==> src/rtl/pwm_ctrl_pkg.sv <==
// rtl/pwm_ctrl_pkg.sv - shared state encoding and limits for the PWM ramp controller
package pwm_ctrl_pkg;

    typedef enum logic [1:0] {
        ST_IDLE      = 2'd0,
        ST_RAMP_UP   = 2'd1,
        ST_RAMP_DOWN = 2'd2,
        ST_HOLD      = 2'd3
    } ramp_state_e;

    localparam int unsigned DUTY_MAX_DEFAULT = 100;

    localparam logic DIR_UP   = 1'b0;
    localparam logic DIR_DOWN = 1'b1;

endpackage

==> src/rtl/pwm_ramp_step.sv <==
// rtl/pwm_ramp_step.sv - saturating one-step duty arithmetic toward a target
module pwm_ramp_step
    import pwm_ctrl_pkg::*;
#(
    parameter int DUTY_W = 7
) (
    input  logic [DUTY_W-1:0] duty,
    input  logic [DUTY_W-1:0] tgt,
    input  logic [3:0]        stp,
    input  logic              dir,
    output logic [DUTY_W-1:0] next_duty
);

    logic [DUTY_W:0]   up_sum;
    logic [DUTY_W-1:0] down_gap;

    // Sum carries one extra bit so it cannot wrap; the gap is only used when duty is above tgt.
    assign up_sum   = {1'b0, duty} + (DUTY_W+1)'(stp);
    assign down_gap = duty - tgt;

    // Clamp the step so the result lands exactly on tgt rather than overshooting it.
    always_comb begin
        next_duty = duty;
        if (dir == DIR_UP) begin
            if (up_sum >= {1'b0, tgt}) begin
                next_duty = tgt;
            end else begin
                next_duty = up_sum[DUTY_W-1:0];
            end
        end else begin
            if ((duty <= tgt) || (down_gap <= DUTY_W'(stp))) begin
                next_duty = tgt;
            end else begin
                next_duty = duty - DUTY_W'(stp);
            end
        end
    end

endmodule

==> src/rtl/pwm_ramp_ctrl.sv <==
// rtl/pwm_ramp_ctrl.sv - ramps the PWM duty toward a target in steps aligned to PWM periods
module pwm_ramp_ctrl
    import pwm_ctrl_pkg::*;
#(
    parameter int DUTY_W   = 7,
    parameter int DUTY_MAX = DUTY_MAX_DEFAULT
) (
    input  logic              clk,
    input  logic              rst_n,
    input  logic              start,
    input  logic              abort,
    input  logic [DUTY_W-1:0] target_duty,
    input  logic [3:0]        step,
    input  logic [7:0]        interval,
    input  logic              period_tick,
    output logic [DUTY_W-1:0] duty_out,
    output logic              busy,
    output logic              done,
    output logic [1:0]        state_out
);

    localparam logic [DUTY_W-1:0] DUTY_MAX_V = DUTY_W'(DUTY_MAX);

    ramp_state_e       state_q, state_d;
    logic [DUTY_W-1:0] duty_q, duty_d;
    logic [DUTY_W-1:0] tgt_q, tgt_d;
    logic [3:0]        stp_q, stp_d;
    logic [7:0]        ivl_q, ivl_d;
    logic [7:0]        ivl_cnt_q, ivl_cnt_d;
    logic              done_q, done_d;

    logic              ramping;
    logic [DUTY_W-1:0] start_tgt;
    logic [3:0]        start_stp;
    logic [DUTY_W-1:0] next_duty;

    assign ramping   = (state_q == ST_RAMP_UP) || (state_q == ST_RAMP_DOWN);
    assign start_tgt = (target_duty > DUTY_MAX_V) ? DUTY_MAX_V : target_duty;
    assign start_stp = (step == 4'd0) ? 4'd1 : step;

    pwm_ramp_step #(
        .DUTY_W (DUTY_W)
    ) u_step (
        .duty      (duty_q),
        .tgt       (tgt_q),
        .stp       (stp_q),
        .dir       ((state_q == ST_RAMP_DOWN) ? DIR_DOWN : DIR_UP),
        .next_duty (next_duty)
    );

    // Next-state: abort beats start, start beats a tick, and ticks only matter while ramping.
    always_comb begin
        state_d   = state_q;
        duty_d    = duty_q;
        tgt_d     = tgt_q;
        stp_d     = stp_q;
        ivl_d     = ivl_q;
        ivl_cnt_d = ivl_cnt_q;
        done_d    = 1'b0;
        if (abort) begin
            state_d = ST_IDLE;
            duty_d  = '0;
        end else if (start && !ramping) begin
            tgt_d     = start_tgt;
            stp_d     = start_stp;
            ivl_d     = interval;
            ivl_cnt_d = interval;
            if (start_tgt > duty_q) begin
                state_d = ST_RAMP_UP;
            end else if (start_tgt < duty_q) begin
                state_d = ST_RAMP_DOWN;
            end else begin
                state_d = ST_HOLD;
                done_d  = 1'b1;
            end
        end else if (ramping && period_tick) begin
            if (ivl_cnt_q != 8'd0) begin
                ivl_cnt_d = ivl_cnt_q - 8'd1;
            end else begin
                ivl_cnt_d = ivl_q;
                duty_d    = next_duty;
                if (next_duty == tgt_q) begin
                    state_d = ST_HOLD;
                    done_d  = 1'b1;
                end
            end
        end
    end

    // State and ramp context registers.
    always_ff @(posedge clk) begin
        if (!rst_n) begin
            state_q   <= ST_IDLE;
            duty_q    <= '0;
            tgt_q     <= '0;
            stp_q     <= 4'd1;
            ivl_q     <= 8'd0;
            ivl_cnt_q <= 8'd0;
            done_q    <= 1'b0;
        end else begin
            state_q   <= state_d;
            duty_q    <= duty_d;
            tgt_q     <= tgt_d;
            stp_q     <= stp_d;
            ivl_q     <= ivl_d;
            ivl_cnt_q <= ivl_cnt_d;
            done_q    <= done_d;
        end
    end

    assign duty_out  = duty_q;
    assign done      = done_q;
    assign busy      = ramping;
    assign state_out = state_q;

endmodule

==> config.mk <==
export PLATFORM = sky130hd
export DESIGN_NAME = pwm_ramp_ctrl
export DESIGN_NICKNAME = d
export VERILOG_FILES = /design/src/rtl/pwm_ctrl_pkg.sv /design/src/rtl/pwm_ramp_step.sv /design/src/rtl/pwm_ramp_ctrl.sv
export SDC_FILE = /design/constraint.sdc
export NUM_CORES = 1
export LEC_CHECK = 0
export CELL_PAD_IN_SITES_DETAIL_PLACEMENT = 0
export CELL_PAD_IN_SITES_GLOBAL_PLACEMENT = 2
export CORE_MARGIN = 2
export CORE_UTILIZATION = 37
export CTS_CLUSTER_SIZE = 14
export DETAILED_ROUTE_END_ITERATION = 10
export PLACE_DENSITY_LB_ADDON = 0.1
export SLEW_MARGIN = 25
export SYNTH_ARGS = -nofsm -noshare
export SYNTH_HDL_FRONTEND = slang
export SYNTH_SLANG_ARGS = --single-unit
==> constraint.sdc <==
create_clock -name clk -period 7.3 [get_ports clk]
set_input_delay 1.46 -clock clk [delete_from_list [all_inputs] [get_ports clk]]
set_output_delay 1.46 -clock clk [all_outputs]
set_load 0.01 [all_outputs]
* Yosys cells after proc, flatten, opt, wreduce, memory -nomap -nowiden
Cells that the tools add are included.
Operators by class: add/subtract/negate cells 4, order comparisons 6, equality and inequality tests 4, mux-type cells 21, bitwise logic cells 4, reductions and logical operators 14
Operators with widths (number):
- two-way mux 7 bit | 4
- two-way mux 8 bit | 3
- two-way mux 2 bit | 5
- adder 7 x 4 -> 8 bit | 1
- greater-or-equal comparator 8 x 7 -> 1 bit | 1
- two-way mux 1 bit | 8
- nonzero test 8 bit | 1
- subtractor 8 x 1 -> 8 bit (second input constant) | 1
- == test 7 bit | 1
- > comparator 7 bit | 1
- > comparator 7 bit (second input constant) | 1
- <= comparator 7 x 4 -> 1 bit | 1
- <= comparator 7 bit | 1
- < comparator 7 bit | 1
- subtractor 7 x 4 -> 7 bit | 1
- subtractor 7 bit | 1
- AND reduction 3 bit | 2
- logical NOT 4 bit | 1
- two-way mux 4 bit | 1
- inverter 1 bit | 4
- AND reduction 2 bit | 2
- nonzero test 2 bit | 2
- == test 2 x 1 -> 1 bit (second input constant) | 1
- == test 2 bit (second input constant) | 1
- 5 further kinds | 7
Storage, ports and cells: register bits after elaboration 37, input bits 24, output and inout bits 11, word-level logic and storage cells 60

* Logic depth before layout (Yosys ltp)
depth after elaboration 10, gate-level depth with buffers 17

* Modules after synthesis
Synthesis repeated with hierarchy kept, for this count alone.
Second synthesis, totals: cells, all modules 384, area, all modules 3129.3 um^2
Modules (own cells, without submodules):
- pwm_ramp_ctrl | times used 1, cells an instance 241, area each 1998.2 um^2
- pwm_ramp_step | times used 1, cells an instance 143, area each 1131.1 um^2

* Worst setup path after synthesis
Ideal clock, no wire load.
path type reg2reg, start point reg duty_q[1] (netlist: duty_out[1]), end point reg state_q[1] (netlist: state_out[1]), setup time 86 ps, data arrival time 3492 ps, required time 7214 ps, path slack 3722 ps, stages on the path, launching flop included 16, path through dfxtp_1 > ha_1 > nor3b_1 > o31ai_1 > a21oi_1 > xnor2_1 > ha_1 > a21o_1 > a211oi_1 > o211ai_1 > a21oi_4 > buf_2 > a211oi_1 > o211ai_1 > o2111ai_1 > a211oi_1
Between the ends: word-level cells in the longest chain between the ends 8, elaborated cells between the ends (all ways) 16, classes of those cells add/sub (3); order compare (4); eq/ne (1); mux (5); reduce/logical (3)
Ends and longest elaborated chain:
- start: declaration | RTL line pwm_ramp_ctrl.sv:25 | logic [DUTY_W-1:0] duty_q, duty_d;
- start signal: assignment | RTL line pwm_ramp_ctrl.sv:102 | duty_q <= duty_d;
- subtractor 7 bit | RTL line pwm_ramp_step.sv:19 | assign down_gap = duty - tgt;
- <= comparator 7 x 4 -> 1 bit | RTL line pwm_ramp_step.sv:31 | if ((duty <= tgt) || (down_gap <= DUTY_W'(stp))) begin
- logical OR 1 bit | RTL line pwm_ramp_step.sv:31
- two-way mux 7 bit | RTL line pwm_ramp_step.sv:31
- two-way mux 7 bit | RTL line pwm_ramp_step.sv:24 | if (dir == DIR_UP) begin
- == test 7 bit | RTL line pwm_ramp_ctrl.sv:82 | if (next_duty == tgt_q) begin
- nonzero test 2 bit (no source line)
- AND reduction 3 bit (no source line)
- end signal: assignment | RTL line pwm_ramp_ctrl.sv:101 | state_q <= state_d;
- end: declaration | RTL line pwm_ramp_ctrl.sv:24 | ramp_state_e state_q, state_d;
Parallel ways exist; a longest one is shown, timed or not. A chain may end at the register's enable or synchronous reset.

* Final worst setup path
Same ends and word-level chain as after synthesis.

==> impl_metrics.tcl <==
set metrics [dict create \
    synthArstFlopShare_pct 0 \
    num_rows 34 \
    yosys.area_share.adder_pct 15.6 \
    holdCritPathClass "register to register" \
    wl_mm 9.41 \
    maxSlewViolCount 0 \
    powerDensity_mw_per_mm2 157 \
    n_antenna_cell 0 \
    path_max_fanout 14 \
    fin_util_pct 43.9 \
    crit_arrival_ps 4220 \
    synth-xor-area-share_pct 6.56 \
    avgSynthCellArea_sq_um 7.98 \
    post_cts_resized 0 \
    ys_seq_elements 37 \
    start_util_pct 38.0 \
    fin_crit_sh_pct 54.8 \
    syn_to_final_growth_pct 15.7 \
    worstMarginPinSlew_ps 940 \
    ir_drop_mv 0.0829 \
    antenna_found_initial 0 \
    layout-drive-gt1-share_pct 6.16 \
    num_vias 2935 \
    grt_usage_pct 20.3 \
    io_buffers 34 \
    synth-simple-area-share_pct 21.0 \
    synthFlopType "dfxtp_1" \
    worstSetupPathType "register to register" \
    cts_tree "built" \
    status "finished, final reports clean" \
    grt_max_degree 30 \
    worstSkewPairLatency_ps 290 \
    slew_headroom_pct 37.4 \
    drc 0 \
    synth_fp_nets 474 \
    clkTransAtPathRegs_ps 90 \
    place_congestion 0.934 \
    ios 35 \
    whs_ps 469 \
    antenna_left 0 \
    rsz0062_at_grt "false" \
    grt_overflow 0 \
    dr.pass1.iters 4 \
    core_area_sq_mm 0.00864 \
    fmax_mhz 250 \
    syn_area_sq_mm 0.00328 \
    setup_tns_ps 0 \
    drt_iter0_drc 151 \
    holdBufCountCts 0 \
    synth_top_family_by_area "compound AO/OA/AOI/OAI gates" \
    ys_types 63 \
    cts_setup_buffers 0 \
    cap_violations 0 \
    finalHoldViolCount 0 \
    fin_cells 546 \
    die_w_um 98.1 \
    ys_warn_count 0 \
    ctsRootBufferMaster "clkbuf_8" \
    synth_cells 411 \
    synth_compound_area_share_pct 28.1 \
    dp_cells 538 \
    worstPathRequired_ps 7510 \
    vias_per_cell 5.38 \
    yosysSeqAreaShare_pct 22.6 \
    grt_pass1_wl_mm 15.6 \
    fp.dieH_um 98.1 \
    htreeDepth 2 \
    fp.dieArea_sq_mm 0.00963 \
    synth.area.mux_share_pct 0.344 \
    cts_buffer_depth 2 \
    setup_viol 0 \
    startpoint_type "register" \
    synth_edf_count 0 \
    end_kind "register" \
    leakagePower_nw 1.52 \
    grt_pass1_vias 2880 \
    min_period_ps 4000 \
    cts_buffers 5 \
    wl_per_cell_um 17.2 \
    nets 500 \
    clock_sink_count 37 \
    skew_ps 13.6 \
    dp_hpwl_mm 7.46 \
]
-- area by class of cell --
cell class	instances	area [sq um]
fillers	902	4840
repair buffers	37	363
clock buffers	5	68.8
inverters	31	116
flip-flops and latches	37	741
well taps	108	135
multi-input cells	325	2350
clock inverters	3	22.5
-- routing by layer --
layer	track usage (%)	wire length, um
met1	29.4	4840
met5	0	0
met3	2.43	242
met4	3.63	61
met2	32.8	4270
-- cells by family (layout without fill, tap and decap cells) --
| group | count (synthesis) | after routing |
|---|---|---|
| compound gates | 119 | 119 |
| xor+xnor | 23 | 23 |
| fa+ha+maj | 39 | 39 |
| buf+inv | 49 | 76 |
| flops | 37 | 37 |
| mux | 1 | 1 |
| simple gates | 143 | 143 |
-- report_power, final --
group          internal, W  switching, W  leakage, nW  total, W
clock network    0.0000670     0.0000797       0.0364  0.000147
registers         0.000213     0.0000121        0.302  0.000225
logic            0.0000988      0.000126         1.18  0.000224
total             0.000379      0.000217         1.52  0.000596
-- critical path, cell delays in order (launching register included) --
cell and delay, ps:
dfxtp_1 590, ha_1 320, nor3b_1 350, o31ai_1 120, a21oi_1 260, xnor2_1 190
ha_1 290, a21o_1 190, a211oi_1 230, o211ai_1 160, a21oi_4 390, a211oi_1 150
o211ai_1 200, o2111ai_1 210, a211oi_1 270
-- path summary, 6_finish.rpt --
check / startpoint / end / slack, ps / cells past startpoint
setup / recovery: duty_out[1] / state_out[1] / 3300 / 14
hold / removal: ivl_q[2] / ivl_q[2] / 470 / 2
hold reg to reg: ivl_q[2] / ivl_q[2] / 470 / 2
setup reg to reg: duty_out[1] / state_out[1] / 3300 / 14
-- placed cells by master (no fill, tap or decap), types with 3 or more instances in the layout --
cell,n
nor3_1,6
a211oi_1,4
o21a_1,9
a21o_1,6
nor2b_1,9
clkinvlp_4,3
clkdlybuf4s50_1,34
xnor2_1,16
o21ai_0,9
a21oi_1,24
ha_1,36
inv_1,30
or2_2,3
fa_1,3
nand4_1,5
nand3_1,13
buf_4,3
o211a_1,8
dfxtp_1,37
nand2_1,69
nor2_1,14
a211o_1,3
xor2_1,6
clkbuf_8,5
a21boi_0,16
and2_1,6
o211ai_1,10
nand2b_1,5
-- synth_stat cells, types with 3 or more instances --
library cell,instances,area share (%)
nor2_1,14,1.6
inv_1,30,3.4
xor2_1,6,1.6
nor2b_1,9,1.7
o21ai_0,9,1.4
nand2_1,69,7.9
a21boi_0,16,3.7
a211oi_1,4,0.92
a21oi_1,24,3.7
ha_1,36,14
nand4_1,5,0.95
xnor2_1,16,4.3
o211ai_1,10,2.3
and2_1,6,1.1
o211a_1,8,2.4
a211o_1,3,0.80
buf_2,3,0.46
nor3_1,6,0.92
o21a_1,9,2.1
clkbuf_1,14,1.6
nand2b_1,5,0.95
nand3_1,13,2.0
a21o_1,6,1.4
dfxtp_1,37,23
fa_1,3,1.8
or2_2,3,0.57
-- per-stage QoR --
stage               total power [W]  instance area [sq um]  setup slack (ps)
detailed placement         0.000453                   3700              3230
CTS                        0.000603                   3790              3300
global route               0.000640                   3790              2940
floorplan                  0.000395                   3280              3720
global placement           0.000455                   3700              3220
finish                     0.000596                   3790              3300
-- sequential cells by signal, summed over array words and instances, names as in the netlist --
register,flops
state_out,2
tgt_q,7
stp_q,4
done,1
ivl_cnt_q,8
duty_out,7
ivl_q,8
Note: power is estimated with default switching activity, not from simulation.
